File: src/rtl/lathe_pkg.sv
// Shared types for the lathe cycle sequencer: state encoding, fault codes,
// and a small helper used to size the shared timer.
package lathe_pkg;

  typedef enum logic [2:0] {
    ST_IDLE    = 3'd0,
    ST_SPINUP  = 3'd1,
    ST_FEED    = 3'd2,
    ST_RUNDOWN = 3'd3,
    ST_FAULT   = 3'd4
  } state_t;

  localparam logic [2:0] FC_NONE    = 3'd0;
  localparam logic [2:0] FC_ESTOP   = 3'd1;
  localparam logic [2:0] FC_GUARD   = 3'd2;
  localparam logic [2:0] FC_WDOG    = 3'd3;
  localparam logic [2:0] FC_COOLANT = 3'd4;

  function automatic int max3(input int a, input int b, input int c);
    int m;
    m = (a > b) ? a : b;
    return (m > c) ? m : c;
  endfunction

endpackage

File: src/rtl/lathe_timer.sv
// Loadable saturating down-counter; done is high while the count sits at zero.
module lathe_timer #(
  parameter int W = 8
) (
  input  logic         clk,
  input  logic         reset,
  input  logic         load,
  input  logic [W-1:0] load_val,
  output logic         done
);

  logic [W-1:0] count_r;

  // Reload on request, otherwise count down and hold at zero.
  always_ff @(posedge clk or posedge reset) begin
    if (reset) begin
      count_r <= {W{1'b0}};
    end else if (load) begin
      count_r <= load_val;
    end else if (count_r != {W{1'b0}}) begin
      count_r <= count_r - {{(W-1){1'b0}}, 1'b1};
    end else begin
      count_r <= count_r;
    end
  end

  assign done = (count_r == {W{1'b0}});

endmodule

File: src/rtl/lathe_cycle_seq.sv
// Lathe machining-cycle sequencer: IDLE -> SPINUP -> FEED -> RUNDOWN with
// interlock faults. Define LATHE_COOLANT_EN to enable coolant drive and fault.
module lathe_cycle_seq
  import lathe_pkg::*;
#(
  parameter int SPINUP_CYC   = 20,
  parameter int FEED_TIMEOUT = 200,
  parameter int RUNDOWN_CYC  = 10
) (
  input  logic       clk,
  input  logic       reset,
  input  logic       cycle_start,
  input  logic       estop,
  input  logic       guard_closed,
  input  logic       feed_done,
  input  logic       coolant_ok,
  input  logic       fault_clr,
  output logic       spindle_on,
  output logic       feed_en,
  output logic       coolant_on,
  output logic       busy,
  output logic       cycle_done,
  output logic [2:0] fault_code,
  output logic [2:0] state
);

  localparam int TW = $clog2(max3(SPINUP_CYC, FEED_TIMEOUT, RUNDOWN_CYC)) + 1;

  state_t        state_r;
  state_t        state_nxt_s;
  logic [2:0]    fault_r;
  logic [2:0]    fault_nxt_s;
  logic          start_q_r;
  logic          armed_r;
  logic          rise_s;
  logic          tmr_load_s;
  logic [TW-1:0] tmr_val_s;
  logic          tmr_done_s;
  logic          coolant_fault_s;
  logic          coolant_dec_s;
  logic          spindle_r;
  logic          feed_r;
  logic          coolant_r;
  logic          busy_r;
  logic          done_r;

`ifdef LATHE_COOLANT_EN
  assign coolant_fault_s = ~coolant_ok;
  assign coolant_dec_s   = (state_nxt_s == ST_SPINUP) || (state_nxt_s == ST_FEED);
`else
  logic coolant_unused_s;
  assign coolant_unused_s = coolant_ok;
  assign coolant_fault_s  = 1'b0;
  assign coolant_dec_s    = 1'b0;
`endif

  // A start button held through reset must be released before it can arm a cycle.
  assign rise_s = cycle_start & ~start_q_r & armed_r;

  // Next-state and fault-cause selection; priority estop > guard > coolant > feed_done > watchdog.
  always_comb begin
    state_nxt_s = state_r;
    fault_nxt_s = fault_r;
    case (state_r)
      ST_IDLE: begin
        if (estop) begin
          state_nxt_s = ST_FAULT;
          fault_nxt_s = FC_ESTOP;
        end else if (rise_s && guard_closed) begin
          state_nxt_s = ST_SPINUP;
        end else begin
          state_nxt_s = ST_IDLE;
        end
      end
      ST_SPINUP: begin
        if (estop) begin
          state_nxt_s = ST_FAULT;
          fault_nxt_s = FC_ESTOP;
        end else if (!guard_closed) begin
          state_nxt_s = ST_FAULT;
          fault_nxt_s = FC_GUARD;
        end else if (tmr_done_s) begin
          state_nxt_s = ST_FEED;
        end else begin
          state_nxt_s = ST_SPINUP;
        end
      end
      ST_FEED: begin
        if (estop) begin
          state_nxt_s = ST_FAULT;
          fault_nxt_s = FC_ESTOP;
        end else if (!guard_closed) begin
          state_nxt_s = ST_FAULT;
          fault_nxt_s = FC_GUARD;
        end else if (coolant_fault_s) begin
          state_nxt_s = ST_FAULT;
          fault_nxt_s = FC_COOLANT;
        end else if (feed_done) begin
          state_nxt_s = ST_RUNDOWN;
        end else if (tmr_done_s) begin
          state_nxt_s = ST_FAULT;
          fault_nxt_s = FC_WDOG;
        end else begin
          state_nxt_s = ST_FEED;
        end
      end
      ST_RUNDOWN: begin
        if (estop) begin
          state_nxt_s = ST_FAULT;
          fault_nxt_s = FC_ESTOP;
        end else if (!guard_closed) begin
          state_nxt_s = ST_FAULT;
          fault_nxt_s = FC_GUARD;
        end else if (tmr_done_s) begin
          state_nxt_s = ST_IDLE;
        end else begin
          state_nxt_s = ST_RUNDOWN;
        end
      end
      ST_FAULT: begin
        if (fault_clr && !estop && guard_closed && !cycle_start) begin
          state_nxt_s = ST_IDLE;
          fault_nxt_s = FC_NONE;
        end else begin
          state_nxt_s = ST_FAULT;
        end
      end
      default: begin
        state_nxt_s = ST_FAULT;
        fault_nxt_s = fault_r;
      end
    endcase
  end

  // Timer reload value for the state being entered; counts N-1..0 to give N cycles.
  always_comb begin
    tmr_load_s = (state_nxt_s != state_r);
    case (state_nxt_s)
      ST_SPINUP:  tmr_val_s = TW'(SPINUP_CYC - 1);
      ST_FEED:    tmr_val_s = TW'(FEED_TIMEOUT - 1);
      ST_RUNDOWN: tmr_val_s = TW'(RUNDOWN_CYC - 1);
      default:    tmr_val_s = {TW{1'b0}};
    endcase
  end

  lathe_timer #(.W(TW)) u_timer (
    .clk      (clk),
    .reset    (reset),
    .load     (tmr_load_s),
    .load_val (tmr_val_s),
    .done     (tmr_done_s)
  );

  // State register plus registered Moore decodes of the next state.
  always_ff @(posedge clk or posedge reset) begin
    if (reset) begin
      state_r   <= ST_IDLE;
      fault_r   <= FC_NONE;
      start_q_r <= 1'b0;
      armed_r   <= 1'b0;
      spindle_r <= 1'b0;
      feed_r    <= 1'b0;
      coolant_r <= 1'b0;
      busy_r    <= 1'b0;
      done_r    <= 1'b0;
    end else begin
      state_r   <= state_nxt_s;
      fault_r   <= fault_nxt_s;
      start_q_r <= cycle_start;
      armed_r   <= armed_r | ~cycle_start;
      spindle_r <= (state_nxt_s == ST_SPINUP) || (state_nxt_s == ST_FEED);
      feed_r    <= (state_nxt_s == ST_FEED);
      coolant_r <= coolant_dec_s;
      busy_r    <= (state_nxt_s == ST_SPINUP) || (state_nxt_s == ST_FEED) ||
                   (state_nxt_s == ST_RUNDOWN);
      done_r    <= (state_r == ST_RUNDOWN) && (state_nxt_s == ST_IDLE);
    end
  end

  // Emergency stop gates the drives without waiting for a clock edge.
  assign spindle_on = spindle_r & ~estop;
  assign feed_en    = feed_r & ~estop;
  assign coolant_on = coolant_r & ~estop;
  assign busy       = busy_r;
  assign cycle_done = done_r;
  assign fault_code = fault_r;
  assign state      = state_r;

endmodule

File: config.mk
export PLATFORM = sky130hd
export DESIGN_NAME = lathe_cycle_seq
export DESIGN_NICKNAME = d
export VERILOG_FILES = /design/src/rtl/lathe_pkg.sv /design/src/rtl/lathe_timer.sv /design/src/rtl/lathe_cycle_seq.sv
export SDC_FILE = /design/constraint.sdc
export NUM_CORES = 1
export LEC_CHECK = 0
export BUFFER_PORTS_ARGS = -buffer_cell sky130_fd_sc_hd__buf_2
export CORE_ASPECT_RATIO = 2
export CORE_MARGIN = 2
export CORE_UTILIZATION = 30
export DETAILED_ROUTE_END_ITERATION = 8
export HOLD_SLACK_MARGIN = 0.05
export REMOVE_ABC_BUFFERS = 1
export SETUP_SLACK_MARGIN = 0.4
export SYNTH_ARGS = -nofsm -noshare
export SYNTH_HDL_FRONTEND = slang
export SYNTH_SLANG_ARGS = --single-unit
File: constraint.sdc
create_clock -name clk -period 4.7 [get_ports clk]
set_clock_uncertainty 0.2 [all_clocks]
set_input_delay 0.47 -clock clk [delete_from_list [all_inputs] [get_ports clk]]
set_output_delay 0.47 -clock clk [all_outputs]
set_load 0.02 [all_outputs]
==> results.md, run 1 <==
- The number of antenna violations at the first check in global routing is 0.
- The library cells used most frequently in the layout, excluding fill and tap cells, are sky130_fd_sc_hd__dfrtp_1, sky130_fd_sc_hd__buf_2, sky130_fd_sc_hd__nand2_1.
- The delay contributed by the slowest stage of the critical path is 0.59 ns.
- The total overflow left after global routing is 0.
- Max-cap violations in this run came to 0.
- The placed instances occupy a cell area of 0.00132 mm2.
- For flop-to-flop paths, the worst setup slack is 2.12 ns.
- The total global routing track utilization is 13.4%.
- The worst setup path is launched from a flop.
- The later pin in the worst-skew pair is clocked with a latency of 0.25 ns.
- The adder-cell share of the synthesized area is 2.05%.
- CTS built an H-tree with a depth of 1.
- The floorplan die height is 94.1 um.
- The layout-stage area growth over the synthesis result is 14.4%.
- Post-CTS timing repair inserted 0 buffers for setup.
- Sequential elements use 41.1% of the synthesized area.
- CTS saw 20 sinks.
- The final total power is 669 uW.
- The data arrival time at the worst-slack endpoint is 2.52 ns.
- Multiplexer cells account for 2.98% of the synthesized area.
- The synthesized-area fraction occupied by ao, oa, aoi and oai cells is 12.8%.
- Setup violations remaining at the end of the flow were counted as 0.
- The classification of the worst-slack hold path is in -> async.
- In the final design database the tool counted 148 nets.
- Once layout is done, the placed cells without fillers occupy 0.00139 mm2.
- The transition time at the pin with the least slew margin is 0.784 ns.
- The worst setup path is of the reg -> reg kind.
- The core region is 0.00388 mm2.
- The slowest stage of the critical path is the sky130_fd_sc_hd__nor4b_1 cell.
- The netlist area before placement is 0.00122 mm2.
- The cell count after synthesis came out at 123.
- After detailed routing, the number of remaining DRC violations is 0.
- The worst register-to-register path has a depth of 7.
- The final standard cell count with taps included and fillers excluded is 188.
- The final wirelength is 2.77 mm.
- After clock tree synthesis, the repair step resized 0 gates.
- In this run, CTS created clock tree buffers numbering 3.
- The kind of cell with the highest combined delay on the critical path is simple AND/OR/NAND/NOR gates.
- The initialized floorplan defines 32 standard-cell rows.
- The worst path meets setup with 2.12 ns of slack.
- The number of design-rule violations left by the first detailed-router iteration is 24.
- At the placement stage, the worst setup path has a slack of 2.19 ns.
- The XOR/XNOR share of the synthesized area is 5.75%.
- The number of hold-slack violations in the final timing report is 0.
- The count of flip-flops with a built-in enable after synthesis is 0.
- The run finished with clean final reports.
- The clock-pin slew reported for the worst setup and hold paths after clock tree synthesis is 0.07 ns.
- The count of different cell masters after synthesis is 53.
- The number of slew-limit violations in the final report is 0.
- The destination of the worst register-to-register timing path is u_timer.count_r[0]$_DFFE_PP0P_.
- Cells with a size suffix above 1 make up 24.1% of the layout.
- Counting I/O delays and the setup requirement, the final critical path takes 2.58 ns.
- Including well taps, the total number of placed cells is 184.
- The number of antenna diodes in the final layout is 0.
- The required time reported for the critical path endpoint is 4.65 ns.
- The area of the die is 0.00462 mm2.
- For this design the top-level I/O count stands at 19.
- The weighted congestion at the end of routability-driven global placement is 0.893.
- Summing the areas of all and, or, nand and nor instances in the mapped netlist gives 30.3% of the synthesized area.
- The number of buffers and inverters on the critical path is 1.
- Counting flops with an async set or reset pin after synthesis yields a share of 100%.
- The TritonCTS clock tree is yes.
- The CTS root buffer is sky130_fd_sc_hd__clkbuf_8.
- The type of destination of the critical path is a flop.
- The buffer levels on the longest clock path is 2.
- The pin count of the biggest net entering global routing is 21.
- In this run the static leakage power is 0.620 nW.
- The flop and latch count out of synthesis is 20.
- The tightest hold margin is 0.142 ns.
- The first detailed-routing pass took 4 iterations.
- The number of hold-repair buffers added at the cts stage is 0.
- The quantity of I/O buffers inserted on ports is 15.
- The count of nets left with antenna violations once routing finished came out at 0.
- The signal on the critical path passes through inv_1 > ha_1 > nor4b_1 > nand4_1 > and3_1 > or2_4 > mux2_4.
- Summed over all failing endpoints, the final setup total negative slack is 0 ns.
- For this configuration, the core starts out at a cell density of 31.4%.
- In this run the horizontal extent of the chip is 49.1 um.
- The final critical-path share of the clock period is 54.9%.
- The most common cell after layout, fill and taps aside is sky130_fd_sc_hd__dfrtp_1.
- For this run, the leading register cell type out of synthesis is sky130_fd_sc_hd__dfrtp_1.
- Along the worst path, the maximum fanout reaches 4.
- For this design the ratio of total power to cell area is 480 mW/mm2.
- The via count of the first global-routing pass came to 1055.
- The total via count after detailed routing is 994.
- Each instance of the synthesized netlist takes up on average 9.91 um2.
- The first-pass GRT wire length is 4.74 mm.
- The half-perimeter wire length after placement is 2.18 mm.
- Headroom to the max-slew limit came out at 47.7%.
- The Yosys step of the flow raised 0 warnings.
- Cells fill 35.9% of the core in the end.
- The average wire length per cell after detail routing is 14.7 um.
- Setup repair after global routing left no endpoint under its margin.
- The launch instance of the worst register-to-register path is u_timer.count_r[0]$_DFFE_PP0P_.
- Using the TritonRoute via totals, the vias-per-cell ratio works out to 5.29.
- The fmax is 388 MHz.
- IR analysis of the VDD net gives a maximum drop of 0.000162 V.
- By area, the combinational part of the netlist is dominated by simple AND/OR/NAND/NOR gates.
synthesized netlist by cell type (2+ instances only):
master / instances / area [um2]
sky130_fd_sc_hd__nand3_1: 5 / 25.0
sky130_fd_sc_hd__a21oi_1: 3 / 15.0
sky130_fd_sc_hd__inv_1: 5 / 18.8
sky130_fd_sc_hd__a2bb2oi_1: 2 / 17.5
sky130_fd_sc_hd__nand2_1: 9 / 33.8
sky130_fd_sc_hd__nand2b_1: 5 / 31.3
sky130_fd_sc_hd__buf_4: 2 / 15.0
sky130_fd_sc_hd__nor4bb_1: 2 / 20.0
sky130_fd_sc_hd__clkbuf_1: 2 / 7.51
sky130_fd_sc_hd__and3_1: 2 / 12.5
sky130_fd_sc_hd__nor4_2: 2 / 25.0
sky130_fd_sc_hd__o21ai_2: 2 / 17.5
sky130_fd_sc_hd__o21ai_0: 2 / 10.0
sky130_fd_sc_hd__xnor2_1: 4 / 35.0
sky130_fd_sc_hd__nor2_1: 8 / 30.0
sky130_fd_sc_hd__dfrtp_1: 20 / 500
sky130_fd_sc_hd__or4_1: 2 / 15.0
sky130_fd_sc_hd__xor2_1: 4 / 35.0
sky130_fd_sc_hd__ha_1: 2 / 25.0
sky130_fd_sc_hd__nor3b_1: 2 / 15.0
sky130_fd_sc_hd__nor3_1: 3 / 15.0
sky130_fd_sc_hd__nor2b_1: 4 / 25.0
cell type report:
type	instances	area [um2]
fill	403	2490
multi-input combinational	93	664
sequential	20	500
timing repair buffer	15	75.1
tap	51	63.8
clock buffer	3	41.3
clock inverter	1	30.0
inverter	5	18.8
metal layers:
layer  global-route usage [%]  up-vias  routed length, um
li1                         -      465                  -
met1                     12.6      482                963
met2                     26.4       37               1600
met3                     2.07       10                111
met4                     7.14        0                 89
met5                        0        -                  0
sequential cells by signal (all words and copies together), names as in the netlist:
register	cells
fault_code	2
armed_r	1
start_q_r	1
cycle_done	1
busy	1
state	3
feed_r	1
spindle_r	1
u_timer.count_r	9
worst max path at each step:
| stage | end | slack [ns] | depth (start not counted) | start |
|---|---|---|---|---|
| 3_5_place_dp | u_timer.count_r[1]$_DFFE_PP0P_ | 2.19 | 7 | u_timer.count_r[0]$_DFFE_PP0P_ |
| 6_report | u_timer.count_r[0]$_DFFE_PP0P_ | 2.12 | 7 | u_timer.count_r[0]$_DFFE_PP0P_ |
| 5_1_grt | u_timer.count_r[0]$_DFFE_PP0P_ | 1.97 | 7 | u_timer.count_r[0]$_DFFE_PP0P_ |
| 4_1_cts | u_timer.count_r[0]$_DFFE_PP0P_ | 2.15 | 7 | u_timer.count_r[0]$_DFFE_PP0P_ |
| 3_3_place_gp | u_timer.count_r[0]$_DFFE_PP0P_ | 2.20 | 7 | u_timer.count_r[0]$_DFFE_PP0P_ |
| 2_1_floorplan | u_timer.count_r[1]$_DFFE_PP0P_ | 2.40 | 7 | u_timer.count_r[0]$_DFFE_PP0P_ |
cells by family (layout without fill, tap and decap cells):
family | after synthesis | in the layout
DFF | 20 | 20
adders and majority gates | 2 | 2
muxes | 3 | 3
xor gates and xnor gates | 8 | 8
buffers and inverters | 11 | 24
AOI/OAI and AO/OA | 20 | 20
other | 1 | 2
and+or+nand+nor | 58 | 58
worst register-to-register path, delay by kind of cell (launching register included):
kind	cells	cell delay, ns
buf+inv	1	0.10
flops	1	0.43
simple gates	4	1.33
mux	1	0.25
fa+ha+maj	1	0.16
where the power goes:
| part | internal [mW] | leakage [nW] | total (mW) | switching (mW) |
|---|---|---|---|---|
| clock network | 0.114 | 0.0357 | 0.170 | 0.0565 |
| registers | 0.212 | 0.252 | 0.260 | 0.0475 |
| logic | 0.113 | 0.332 | 0.239 | 0.126 |
(Power assumes the default switching activity.)
==> run 2, diff against run 1 <==
==> constraint.sdc (replaced) <==
create_clock -name clk -period 2.2 [get_ports clk]
set_clock_uncertainty 0.2 [all_clocks]
set_input_delay 0.22 -clock clk [delete_from_list [all_inputs] [get_ports clk]]
set_output_delay 0.22 -clock clk [all_outputs]
set_load 0.02 [all_outputs]
==> run 2 against run 1 <==
Against the previous run:
- the flow now finishes with violations (setup timing)
- global-route usage rose by 2.3 points
- sequential share of layout area is 6.9 points lower
- maximum frequency up 13%
- core utilization increased by 8.5 points
- sequential cell count did not move
- clock power rose by 120%
- first-iteration DRC count fell by 38%
- power increased to 2.6 times the previous value
- critical endpoint unchanged
==> results.md, run 2 (synthesized netlist as in run 1, its figures left out) <==
- The number of design-rule violations left by the first detailed-router iteration was 15 (-38%).
- The count of endpoints failing setup in the final report came to 9 (+9).
- The area of the core is 0.00388 mm2 (unchanged).
- The half-perimeter wire length after placement is 2.47 mm (+13%).
- The number of fill cells is 394 (-2.2%).
- The floorplan die height is 94.1 um (unchanged).
- The least setup slack across all paths after layout is -0.0807 ns (-2.20 ns).
- The weighted congestion at the end of routability-driven global placement is 0.892 (about the same).
- The number of hold-slack violations in the final timing report is 0 (unchanged).
- The clock-pin slew reported for the worst setup and hold paths after clock tree synthesis was 0.08 ns (about the same).
- The final-stage net count is 178 (+20%).
- Leaving out fill and tap cells, the most frequent cell in the layout is sky130_fd_sc_hd__buf_4.
- The transition time at the pin with the least slew margin is 0.798 ns (+0.0142 ns).
- The area of combinational cells with multiple inputs is 756 um2 (+14%).
- The H-tree depth came to 1 (unchanged).
- The worst setup slack for register-to-register paths is -0.08 ns (-2.20 ns).
- The total via count after detailed routing is 1095 (+10%).
- The via count of the first global-routing pass came to 1168 (+11%).
- The start point of the worst hold path is estop.
- TritonCTS built the clock tree.
- The worst hold path belongs to the class in -> reg.
- The number of top-level design ports was 19 (unchanged).
- The slowest stage of the critical path is the sky130_fd_sc_hd__or4b_4 cell.
- The overall die width is 49.1 um (unchanged).
- The total area of sequential cells is 500 um2 (unchanged).
- The share of the core filled with cells is 44.4% (+8.5 points).
- The run finished, with violations left.
- The critical setup path kind is reg -> reg.
- The number of slew-limit violations in the final report is 0 (unchanged).
- The pin count of the biggest net entering global routing is 21 (unchanged).
- The delay contributed by the slowest stage of the critical path is 0.51 ns (-0.08 ns).
- The number of placement rows is 32 (unchanged).
- The destination of the worst register-to-register timing path is u_timer.count_r[0]$_DFFE_PP0P_.
- The first-pass GRT wire length is 5.54 mm (+17%).
- The launch instance of the worst register-to-register path is u_timer.count_r[0]$_DFFE_PP0P_.
- The fraction of final layout cells with drive strength greater than 1 is 43.1% (+19 points).
- In the layout the commonest cells are sky130_fd_sc_hd__buf_4, sky130_fd_sc_hd__dfrtp_1, sky130_fd_sc_hd__buf_2.
- The number of flip-flops in the largest register is 9 (unchanged).
- Setup repair after global routing could not meet its margin everywhere.
- The critical-path maximum fanout was 4 (unchanged).
- The buffer levels on the longest clock path was 2 (unchanged).
- u_timer.count_r holds more flip-flops than any other register.
- The final wirelength is 3.26 mm (+18%).
- The vias per cell came to 5.02 (-5.0%).
- The clock latency on the worst-skew pair is 0.26 ns (about the same).
- For hold timing, the worst endpoint is fault_code[0]$_DFFE_PP0P_.
- The max capacitance violation total is 0 (unchanged).
- The checks that failed: setup timing.
- The peak ir drop on the vdd network was 0.000348 V (+110%).
- The reported leakage power is 0.794 nW (+28%).
- The type of destination of the critical path is a flop.
- STA classifies the critical path startpoint as a flop.
- The remaining global-route overflow is 0 (unchanged).
- The final critical-path share of the clock period is 104% (+49 points).
- The worst slew margin relative to its limit is 46.7% (-0.95 points).
- The CTS sink count is 20 (unchanged).
- The number of detailed-route iterations in the first pass is 4 (unchanged).
- The data arrival time at the worst-slack endpoint came to 2.24 ns (-0.28 ns).
- The number of routed nets with antenna violations is 0 (unchanged).
- The average wire length per cell after detail routing was 14.9 um (+1.5%).
- The time the worst path needs with I/O delays and setup was 2.28 ns (-0.298 ns).
- The remaining routing DRC violations is 0 (unchanged).
- Walking the worst path, the cells encountered are inv_2 > ha_4 > or4b_4 > o31ai_4 > o21ai_4 > nand2_4 > mux2_4.
- The number of antenna violations at the first check in global routing is 0 (unchanged).
- The aggregate negative setup slack is -0.421 ns (-0.421 ns).
- The total power per unit cell area was 1010 mW/mm2 (+110%).
- The worst reg-to-reg path cell count came to 7 (unchanged).
- The layout-stage area growth over the synthesis result is 41.4%.
- Counting instances, the worst hold path has a depth of 3.
- The area of the die is 0.00462 mm2 (unchanged).
- The fmax is 438 MHz (+13%).
- The antenna cell count is 0 (unchanged).
- The starting density of the core is 31.4% (unchanged).
- The total global routing track utilization is 15.6% (+2.3 points).
- The total CTS buffers is 3 (unchanged).
- The required time reported for the critical path endpoint is 2.16 ns (-2.49 ns).
- The cell sitting at the root of the clock tree is a sky130_fd_sc_hd__clkbuf_8.
- The quantity of I/O buffers inserted on ports is 15 (unchanged).
## run 2: cell count changes in the layout (fill, tap and decap cells not counted), sizes merged
cell and delta:
buf +28, dlygate4sd3 +2
## run 2: cell type report
cell class,count,area share [%]
Timing Repair Buffer,45,18.2
Clock inverter,1,1.74
Tap cell,51,3.70
Inverter,5,1.09
Sequential cell,20,29.0
Clock buffer,3,2.40
Multi-Input combinational cell,93,43.9
## run 2: metrics by stage
stage	setup WS, ns	power (mW)	hold WS, ns	instances	cell area [um2]
4_1_cts	-0.0675	1.71	0.132	215	1650
5_1_grt	-0.163	1.87	0.186	218	1720
2_1_floorplan	-0.103	0.942	-0.0162	118	1180
3_5_place_dp	-0.198	1.24	0.178	206	1490
6_report	-0.0807	1.75	0.135	218	1720
3_3_place_gp	-0.154	1.22	0.170	206	1490
## run 2: worst max-delay path, delay by kind of cell (launching register included)
| kind | cells | cell delay (ns) |
|---|---|---|
| buffers and inverters | 1 | 0.09 |
| and+or+nand+nor | 2 | 0.62 |
| DFF | 1 | 0.40 |
| muxes | 1 | 0.30 |
| adders and majority gates | 1 | 0.12 |
| AOI/OAI and AO/OA | 2 | 0.44 |
## run 2: worst max path at each step
| stage | end | slack (ns) | startpoint |
|---|---|---|---|
| after floorplan | u_timer.count_r[1]$_DFFE_PP0P_ | -0.10 | u_timer.count_r[0]$_DFFE_PP0P_ |
| after detailed placement | u_timer.count_r[6]$_DFFE_PP0P_ | -0.20 | u_timer.count_r[0]$_DFFE_PP0P_ |
| after CTS | u_timer.count_r[0]$_DFFE_PP0P_ | -0.07 | u_timer.count_r[0]$_DFFE_PP0P_ |
| final | u_timer.count_r[0]$_DFFE_PP0P_ | -0.08 | u_timer.count_r[0]$_DFFE_PP0P_ |
| after global routing | u_timer.count_r[6]$_DFFE_PP0P_ | -0.16 | u_timer.count_r[0]$_DFFE_PP0P_ |
| after global placement | u_timer.count_r[0]$_DFFE_PP0P_ | -0.15 | u_timer.count_r[0]$_DFFE_PP0P_ |
## run 2: repair_timing
| item | in CTS | in global routing |
|---|---|---|
| setup buffers | 3 | 3 |
| setup endpoints to repair | 18 | 17 |
| pin swaps | 4 | 6 |
| resized for setup | 10 | 9 |
| hold buffers | 2 | 0 |
| hold endpoints to repair | 22 | 0 |
## run 2: power breakdown
part	leakage (nW)	switching [mW]	internal (mW)
clock network	0.0357	0.127	0.243
logic	0.506	0.394	0.452
registers	0.252	0.0762	0.454
total	0.794	0.597	1.15
## run 2: routing by layer
metal / routed length, um / global-route usage (%)
met1: 1170 / 16.0
met2: 1940 / 31.2
met3: 80 / 1.91
met4: 70 / 5.24
met5: 0 / 0
==> run 3, diff against run 2 <==
==> constraint.sdc (replaced) <==
create_clock -name clk -period 1.9 [get_ports clk]
set_clock_uncertainty 0.2 [all_clocks]
set_input_delay 0.19 -clock clk [delete_from_list [all_inputs] [get_ports clk]]
set_output_delay 0.19 -clock clk [all_outputs]
set_load 0.02 [all_outputs]
==> run 3 against run 2 <==
Against the previous run:
- the flow still finishes with violations (setup timing)
- critical path depth stayed put
- global-route usage rose by 1.8 points
- hold slack improved by 0.017 ns
- critical path type unchanged
==> results.md, run 3 (synthesized netlist as in run 1, its figures left out) <==
- The flow ran to the end, but the final reports show violations.
- The checks that failed: setup timing.
- The area of the die is 0.00462 mm2 (unchanged).
- The CTS root buffer is sky130_fd_sc_hd__clkbuf_8.
- The final wirelength is 3.92 mm (+20%).
- The final critical-path share of the clock period is 121% (+17 points).
- The layout-stage area growth over the synthesis result is 64.1%.
- The peak ir drop on the vdd network is 0.000514 V (+48%).
- The share of the core filled with cells is 51.5% (+7.1 points).
- The classification of the worst-slack hold path is in -> reg.
- The final total power came to 2.23 mW (+27%).
- The cell area reported after detailed placement is 0.00165 mm2 (+11%).
- The proportion of total power due to net switching came to 36.5% (+2.3 points).
- The clock-pin slew reported for the worst setup and hold paths after clock tree synthesis is 0.07 ns (about the same).
- The worst hold path begins at guard_closed.
- The worst hold path terminates at fault_code[0]$_DFFE_PP0P_.
- The H-tree depth is 1 (unchanged).
- The vias per cell is 5.12 (+2.0%).
- The antenna cell count is 0 (unchanged).
- The half-perimeter wire length after placement is 2.67 mm (+8.0%).
- The max capacitance violation total is 0 (unchanged).
- The aggregate negative setup slack is -4.62 ns (-4.20 ns).
- The internal cell power is 1.41 mW (+23%).
- The library cells used most frequently in the layout, excluding fill and tap cells, are sky130_fd_sc_hd__buf_4, sky130_fd_sc_hd__dfrtp_1, sky130_fd_sc_hd__buf_2.
- The number of cells on the worst hold path is 5 (+2).
- The number of slew-limit violations in the final report is 0 (unchanged).
- The number of flip-flops in the largest register is 9 (unchanged).
- The remaining global-route overflow came to 0 (unchanged).
- The number of detailed-route iterations in the first pass is 4 (unchanged).
- The starting density of the core is 31.4% (unchanged).
- The fmax is 434 MHz (-0.92%).
- The floorplan die height is 94.1 um (unchanged).
- The net switching power of the design is 812 uW (+36%).
- The final standard cell count with taps included and fillers excluded is 245 (+12%).
- The number of antenna violations at the first check in global routing is 0 (unchanged).
- The number of fill cells is 351 (-11%).
- The remaining routing DRC violations came to 0 (unchanged).
- The overall die width is 49.1 um (unchanged).
- The finished layout cell area came to 0.00200 mm2 (+16%).
- The number of routed nets with antenna violations came to 0 (unchanged).
- The final-stage net count is 205 (+15%).
- The average wire length per cell after detail routing is 16.0 um (+7.1%).
- The worst setup slack for register-to-register paths is -0.40 ns (-0.32 ns).
- Counting flops per register, the top entry is u_timer.count_r.
- The data arrival time at the worst-slack endpoint is 2.25 ns (about the same).
- The buffer levels on the longest clock path was 2 (unchanged).
- The part of the total power dissipated in combinational logic came to 57.3% (+8.9 points).
- The worst setup path is of the reg -> reg kind.
- The total global routing track utilization was 17.4% (+1.8 points).
- The destination of the worst register-to-register timing path is u_timer.count_r[0]$_DFFE_PP0P_.
- The CTS sink count came to 20 (unchanged).
- The first-pass GRT wire length is 6.06 mm (+9.4%).
- The total power per unit cell area came to 1110 mW/mm2 (+9.9%).
- The quantity of I/O buffers inserted on ports was 15 (unchanged).
- The type of destination of the critical path is a flop.
- The pin count of the biggest net entering global routing is 21 (unchanged).
- The total CTS buffers is 3 (unchanged).
- The fraction of final layout cells with drive strength greater than 1 was 54.1% (+11 points).
- The reported leakage power is 0.947 nW (+19%).
- The number of design-rule violations left by the first detailed-router iteration is 22 (+7).
- The weighted congestion at the end of routability-driven global placement is 0.947 (+6.2%).
- The startpoint type of the worst setup path is a flop.
- The number of placement rows is 32 (unchanged).
- Setup repair after global routing could not meet its margin everywhere.
- The time the worst path needs with I/O delays and setup came to 2.30 ns (+0.0211 ns).
- The launch instance of the worst register-to-register path is u_timer.count_r[0]$_DFFE_PP0P_.
- The least setup slack across all paths after layout is -0.402 ns (-0.321 ns).
- The tightest hold margin came to 0.152 ns (+0.0170 ns).
- The TritonCTS clock tree is yes.
- The clock latency on the worst-skew pair is 0.26 ns (about the same).
- The area of the core was 0.00388 mm2 (unchanged).
- The total via count after detailed routing is 1255 (+15%).
- The required time reported for the critical path endpoint is 1.85 ns (-0.31 ns).
- The critical-path maximum fanout is 4 (unchanged).
- The via count of the first global-routing pass came to 1322 (+13%).
- The number of top-level design ports is 19 (unchanged).
- The clock network power share is 14.8% (-6.4 points).
- The instance count after placement with tap cells included is 228 (+11%).
- The count of endpoints failing setup in the final report is 16 (+7).
- The worst slack at placement is -0.453 ns (-0.255 ns).
- The number of hold-slack violations in the final timing report was 0 (unchanged).
- The proportion of power drawn by flip-flops and latches is 27.9% (-2.5 points).
- The library cell used most frequently in the layout, excluding fill and tap cells, is sky130_fd_sc_hd__buf_4.
- The worst reg-to-reg path cell count is 7 (unchanged).
[run 3: changes by cell type in the layout (fill, tap and decap cells not counted), sizes merged]
cell,change
bufinv,-1
buf,+27
clkbuf,+1
[run 3: layer usage]
| layer | part of all wire, % | GRT usage (%) | vias up | wire length [um] |
|---|---|---|---|---|
| li1 | - | - | 582 | - |
| met1 | 33 | 15.1 | 607 | 1300 |
| met2 | 57 | 34.7 | 42 | 2240 |
| met3 | 3.2 | 1.59 | 24 | 125 |
| met4 | 6.4 | 13.6 | 0 | 251 |
| met5 | 0 | 0 | - | 0 |
[run 3: timing repair]
action,4_1_cts,5_1_grt
buffers inserted,6,5
pin swaps,8,4
endpoints found under the setup margin,19,20
gates resized for setup,18,20
endpoints found under the hold margin,22,0
hold buffers,2,0
[run 3: cell type report]
type	count	area, um2	share of cell area (%)
timing repair buffer	72	541	27.0
sequential	20	502	25.1
inverter	5	18.8	0.939
tap	51	63.8	3.19
clock buffer	4	55.1	2.75
multi-input combinational	93	820	41.0
[run 3: critical path, stage by stage (launching register included)]
cell                      delay, ns
sky130_fd_sc_hd__dfrtp_1       0.39
sky130_fd_sc_hd__inv_2         0.09
sky130_fd_sc_hd__ha_4          0.14
sky130_fd_sc_hd__or4b_4        0.52
sky130_fd_sc_hd__nor4_4        0.35
sky130_fd_sc_hd__nor4_4        0.08
sky130_fd_sc_hd__nand2_4       0.12
sky130_fd_sc_hd__mux2_4        0.30
[run 3: worst max-delay path by stage]
stage | start | to | slack (ns) | cells after the start
2_1_floorplan | u_timer.count_r[0]$_DFFE_PP0P_ | u_timer.count_r[1]$_DFFE_PP0P_ | -0.40 | 7
3_3_place_gp | u_timer.count_r[0]$_DFFE_PP0P_ | u_timer.count_r[1]$_DFFE_PP0P_ | -0.42 | 7
3_5_place_dp | u_timer.count_r[1]$_DFFE_PP0P_ | u_timer.count_r[1]$_DFFE_PP0P_ | -0.45 | 7
4_1_cts | u_timer.count_r[0]$_DFFE_PP0P_ | u_timer.count_r[1]$_DFFE_PP0P_ | -0.36 | 7
5_1_grt | u_timer.count_r[0]$_DFFE_PP0P_ | u_timer.count_r[0]$_DFFE_PP0P_ | -0.47 | 7
6_report | u_timer.count_r[0]$_DFFE_PP0P_ | u_timer.count_r[0]$_DFFE_PP0P_ | -0.40 | 7
[run 3: power by group through the flow]
stage                     Clock [mW]  Sequential (mW)  Combinational [mW]
after floorplan                    0            0.624               0.467
after global placement             0            0.592               0.896
after detailed placement           0            0.596               0.915
after CTS                      0.340            0.595                1.08
after global routing           0.358            0.627                1.37
final                          0.330            0.621                1.27
